===== config.mk =====
export PLATFORM = sky130hd
export DESIGN_NAME = random_card_shoe
export DESIGN_NICKNAME = d
export VERILOG_FILES = /design/src/rtl/random_card_shoe.sv
export SDC_FILE = /design/constraint.sdc
export NUM_CORES = 1
export LEC_CHECK = 0
export CORE_ASPECT_RATIO = 1.2
export CORE_MARGIN = 1.5
export CORE_UTILIZATION = 45
export DETAILED_ROUTE_END_ITERATION = 8
export PLACE_DENSITY_LB_ADDON = 0.15
export SLEW_MARGIN = 30
export SYNTH_ARGS = -nofsm -noshare
export SYNTH_HDL_FRONTEND = slang
export SYNTH_SLANG_ARGS = --single-unit

===== constraint.sdc =====
create_clock -name fast_clk -period 5.5 [get_ports fast_clk]
set_clock_uncertainty 0.2 [all_clocks]
set_input_delay 1.1 -clock fast_clk [delete_from_list [all_inputs] [get_ports fast_clk]]
set_output_delay 1.1 -clock fast_clk [all_outputs]
set_load 0.005 [all_outputs]

===== src/rtl/random_card_shoe.sv =====
// random_card_shoe: LFSR-driven card source over a finite multi-deck shoe.
// Deals ranks 1..13 without replacement until a shuffle refills the shoe.
// A draw tries up to MAX_TRIES random candidates, then falls back to a
// linear scan from rank 1 so that every draw finishes in bounded time.
// Optional feature macro: RANDOM_CARD_INFINITE_SHOE_EN (infinite shoe:
// counts never decrement, shoe never empties).
module random_card_shoe #(
   parameter int          NUM_DECKS = 1,
   parameter logic [15:0] LFSR_SEED = 16'hACE1,
   parameter int          MAX_TRIES = 32,
   localparam int         CL_W      = $clog2(52 * NUM_DECKS + 1)
) (
   input  logic            fast_clk,
   input  logic            rst_n,
   input  logic            req,
   input  logic            shuffle,
   output logic            card_valid,
   output logic [3:0]      new_card,
   output logic            busy,
   output logic            empty_err,
   output logic [CL_W-1:0] cards_left,
   output logic            shoe_empty
);

   localparam int TRY_W = (MAX_TRIES > 1) ? $clog2(MAX_TRIES) : 1;
   localparam logic [CL_W-1:0]  FULL_LEFT = CL_W'(52 * NUM_DECKS);
   localparam logic [TRY_W-1:0] LAST_TRY  = TRY_W'(MAX_TRIES - 1);

   typedef enum logic [1:0] {S_IDLE, S_DRAW, S_SCAN} state_t;

   state_t          r_state;
   logic [15:0]     r_lfsr;
   logic [TRY_W-1:0] r_try;
   logic [3:0]      r_scan;
   logic            r_card_valid;
   logic [3:0]      r_new_card;
   logic            r_busy;
   logic            r_empty_err;

   logic [4:0]      w_cand;
   logic            w_cand_ok;
   logic            w_scan_ok;
   logic            w_take;
   logic [3:0]      w_rank;

   // Candidate rank 1..16 straight from the low LFSR nibble.
   assign w_cand = {1'b0, r_lfsr[3:0]} + 5'd1;

`ifdef RANDOM_CARD_INFINITE_SHOE_EN
   // Every rank is always available, so any legal rank is accepted.
   assign w_cand_ok  = (w_cand <= 5'd13);
   assign w_scan_ok  = 1'b1;
   assign cards_left = FULL_LEFT;
   assign shoe_empty = 1'b0;
`else
   localparam int              CNT_W    = $clog2(4 * NUM_DECKS + 1);
   localparam logic [CNT_W-1:0] FULL_CNT = CNT_W'(4 * NUM_DECKS);

   logic [CNT_W-1:0] r_cnt [1:13];
   logic [CL_W-1:0]  r_cards_left;
   logic [15:0]      w_avail;

   // Availability mask indexed by rank; bits 0, 14 and 15 are never set.
   always_comb begin
      w_avail = '0;
      for (int r = 1; r <= 13; r++) begin
         w_avail[r] = (r_cnt[r] != '0);
      end
   end

   assign w_cand_ok  = (w_cand <= 5'd13) && w_avail[w_cand[3:0]];
   assign w_scan_ok  = w_avail[r_scan];
   assign cards_left = r_cards_left;
   assign shoe_empty = (r_cards_left == '0);

   // Shoe contents: refill on shuffle, otherwise consume the accepted card.
   always_ff @(posedge fast_clk or negedge rst_n) begin
      if (!rst_n) begin
         for (int r = 1; r <= 13; r++) r_cnt[r] <= FULL_CNT;
         r_cards_left <= FULL_LEFT;
      end else if (shuffle) begin
         for (int r = 1; r <= 13; r++) r_cnt[r] <= FULL_CNT;
         r_cards_left <= FULL_LEFT;
      end else if (w_take) begin
         r_cnt[w_rank] <= r_cnt[w_rank] - CNT_W'(1);
         r_cards_left  <= r_cards_left - CL_W'(1);
      end
   end
`endif

   // Accept decision for the current cycle: random candidate in DRAW,
   // scan pointer in SCAN.
   always_comb begin
      w_take = 1'b0;
      w_rank = 4'd0;
      case (r_state)
         S_DRAW: begin
            w_take = w_cand_ok;
            w_rank = w_cand[3:0];
         end
         S_SCAN: begin
            w_take = w_scan_ok;
            w_rank = r_scan;
         end
         default: ;
      endcase
   end

   // Galois LFSR, free-running in every state; shuffle leaves it alone.
   always_ff @(posedge fast_clk or negedge rst_n) begin
      if (!rst_n) r_lfsr <= LFSR_SEED;
      else        r_lfsr <= {1'b0, r_lfsr[15:1]} ^ (r_lfsr[0] ? 16'hB400 : 16'h0000);
   end

   // Draw FSM with registered handshake outputs; shuffle overrides everything.
   always_ff @(posedge fast_clk or negedge rst_n) begin
      if (!rst_n) begin
         r_state      <= S_IDLE;
         r_try        <= '0;
         r_scan       <= 4'd1;
         r_card_valid <= 1'b0;
         r_new_card   <= 4'd0;
         r_busy       <= 1'b0;
         r_empty_err  <= 1'b0;
      end else begin
         r_card_valid <= 1'b0;
         r_empty_err  <= 1'b0;
         if (shuffle) begin
            r_state <= S_IDLE;
            r_busy  <= 1'b0;
         end else begin
            case (r_state)
               S_IDLE: begin
                  if (req) begin
                     if (shoe_empty) begin
                        r_empty_err <= 1'b1;
                     end else begin
                        r_state <= S_DRAW;
                        r_try   <= '0;
                        r_busy  <= 1'b1;
                     end
                  end
               end
               S_DRAW, S_SCAN: begin
                  if (w_take) begin
                     r_new_card   <= w_rank;
                     r_card_valid <= 1'b1;
                     r_state      <= S_IDLE;
                     r_busy       <= 1'b0;
                  end else if (r_state == S_SCAN) begin
                     r_scan <= r_scan + 4'd1;
                  end else if (r_try == LAST_TRY) begin
                     r_state <= S_SCAN;
                     r_scan  <= 4'd1;
                  end else begin
                     r_try <= r_try + TRY_W'(1);
                  end
               end
               default: begin
                  r_state <= S_IDLE;
                  r_busy  <= 1'b0;
               end
            endcase
         end
      end
   end

   assign card_valid = r_card_valid;
   assign new_card   = r_new_card;
   assign busy       = r_busy;
   assign empty_err  = r_empty_err;

endmodule


==> results.json <==
{
  "outcome": "completed",
  "p_sw_share_pct": 41.0,
  "synthFlopType": "dfrtp_1",
  "setup_tns_ps": 0,
  "path_max_fanout": 14,
  "avgSynthCellArea_um2": 9.63,
  "cap_violations": 0,
  "leakage_nw": 2.20,
  "arrival_ps": 4340,
  "p_sw_mw": 0.868,
  "grt_max_degree": 80,
  "initial_core_util_pct": 46.0,
  "drt-vias-per-instance": 6.45,
  "cp-end-kind": "flop",
  "grt_use_total_pct": 25.1,
  "final_net_count": 493,
  "grt_overflow_total": 0,
  "clk-insertion-delay-late_ps": 350,
  "cts_tree": "yes",
  "grt_pass1_wl_um": 20600,
  "syn_area_um2": 4590,
  "dp_hpwl_um": 8700,
  "share_clk_of_total_power_pct": 29.1,
  "combPwrFrac_pct": 37.8,
  "ioPinCount": 18,
  "intPower_mw": 1.25,
  "area_delta_synth_final_pct": 11.1,
  "die_h_um": 114,
  "clockBufferDepth": 2,
  "required_ps": 5540,
  "placed_area_um2": 4780,
  "drive_gt1_share_pct": 12.9,
  "synth_edf_count": 0,
  "final_antenna_net_count": 0,
  "grt_setup_unrepaired": "false",
  "fin_area_um2": 5090,
  "row_count": 40,
  "cts_buffers": 9,
  "portBuffers": 17,
  "setup.worst_path.start": "r_lfsr[0]$_DFF_PN1_",
  "cts_root_buf": "clkbuf_16",
  "cp-start-kind": "flop",
  "fp.dieW_um": 95.2,
  "p_per_area_nw_per_um2": 415,
  "slew_viol_final": 0,
  "finalWirelength_um": 12800,
  "async_flop_share_pct": 100,
  "synth_cell_type_count": 71,
  "synth_cells": 476,
  "wl_per_cell_um": 21.0,
  "path_class": "flop to flop",
  "synth.net_count": 493,
  "ir_worst_vdd_v": 0.000154,
  "synth_top_cell_area_share_pct": 29.5,
  "r2r-start": "r_lfsr[0]$_DFF_PN1_",
  "synthTopCellsByCount": "dfrtp_1 (54), nor2_1 (35), nor3_1 (31)",
  "min-delay-start": "r_lfsr[4]$_DFF_PN0_",
  "dieArea_um2": 10800,
  "ys.warnings.count": 0,
  "setup_viol": 0,
  "clk_pin_slew_worst_paths_ps": 60,
  "synth_most_common_cell": "dfrtp_1",
  "yosysSeqAreaShare_pct": 43.8,
  "antenna_found_initial": 0,
  "post-route-min-period_ps": 4300,
  "seq_power_share_pct": 33.0,
  "synth_area_leaders": "dfrtp_1 (29%), dfstp_2 (14%), mux2i_1 (5.9%), ha_1 (3.5%), nor3_1 (3.4%)",
  "clock_sinks": 79,
  "hp-class": "flop to flop",
  "hold_viol": 0,
  "max_freq_mhz": 233,
  "tightest_slew_ps": 839,
  "first_pass_iters": 5,
  "cts-htree-levels": 3,
  "cts_setup_buffers": 0,
  "timing.slew.headroom_pct": 43.5,
  "ctsHoldBuffers": 0,
  "drt-initial-drc-count": 280,
  "yosys.area.top_type": "dfrtp_1",
  "route.detailed.drc": 0,
  "period_share_pct": 78.2,
  "num_vias": 3914,
  "core-area_um2": 9960,
  "grt_pass1_vias": 3842,
  "num_antenna_cells": 0,
  "gp_congestion": 0.960,
  "ys_ff_latch": 79,
  "cts_resized": 0
}
sequential cells by signal, summed over array words and instances, names as in the netlist:
signal / cells
cards_left: 6
new_card: 4
r_try: 5
card_valid: 1
r_state: 2
r_scan: 4
r_cnt: 39
busy: 1
r_lfsr: 16
empty_err: 1
power groups by stage:
stage                     registers (mW)  logic, mW  clock network (mW)
after floorplan                    0.673      0.617                   0
after global placement             0.705      0.775                   0
after detailed placement           0.708      0.784                   0
after CTS                          0.698      0.790               0.624
after global routing               0.709      0.881               0.654
final                              0.699      0.800               0.617
worst max-delay path: stages (launching register included):
cell and delay (ps):
dfstp_2 690, inv_2 110, ha_1 400, a22oi_1 630, o211a_1 420, a221oi_1 150, a311oi_1 260, a31oi_1 120
ha_1 290, nor2_1 90, or4b_1 450, nand3_2 260, a31oi_1 130
through the flow:
step                cells  worst slack, ps  total power [mW]  utilization, %  hold WS (ps)
floorplan             476             1700              1.29               -           131
detailed placement    591             1280              1.49            48.0           144
global route          607              950              2.24            51.1           153
global placement      591             1360              1.48            48.0           135
finish                607             1200              2.12            51.1           150
CTS                   607             1250              2.11            51.1           152
kinds of logic after synthesis:
logic type	after synthesis	synth area share [%]
and+or+nand+nor	179	19.9
AOI/OAI and AO/OA	125	20.1
adders and majority gates	13	3.55
muxes	30	6.88
DFF	79	43.8
buffers and inverters	44	4.64
xor gates and xnor gates	6	1.15
final timing paths:
check	end	slack (ps)	depth (start not counted)
min in group asynchronous	r_lfsr[8]$_DFF_PN0_	580	1
worst max-delay path	r_cnt[2]$_DFFE_PN1P_	1200	12
worst min-delay path	r_lfsr[3]$_DFF_PN0_	150	0
worst min register to register	r_lfsr[3]$_DFF_PN0_	150	0
max in group asynchronous	r_cnt[16]$_DFFE_PN0P_	4030	1
worst max register to register	r_cnt[2]$_DFFE_PN1P_	1200	12
metal layers:
layer	vias up	global-route usage [%]	part of all wire (%)
met2	138	39.0	49
met5	-	0	0
met1	1947	34.0	43
met4	0	9.95	2.4
met3	33	5.33	5.7
li1	1796	-	-
cell type report:
type                    instances  area [um^2]
multi-input cells             353         2370
clock buffers                  10          239
inverters                      12         45.0
clock inverters                 6         70.1
repair buffers                 21          201
fillers                       938         4870
well taps                     126          158
flip-flops and latches         79         2010
placed cells by master, fill, tap and decap left out, types with 13 or more instances in the layout:
cell | synthesis | routed
dfstp_2 | 25 | 25
nand3_1 | 29 | 29
ha_1 | 13 | 13
a31oi_1 | 16 | 16
mux2i_1 | 27 | 27
o21ai_0 | 22 | 22
dfrtp_1 | 54 | 54
nand2_1 | 28 | 28
clkdlybuf4s50_1 | 0 | 16
nor2_1 | 35 | 35
nor3_1 | 31 | 31
Power figures use the tool's default switching activity.
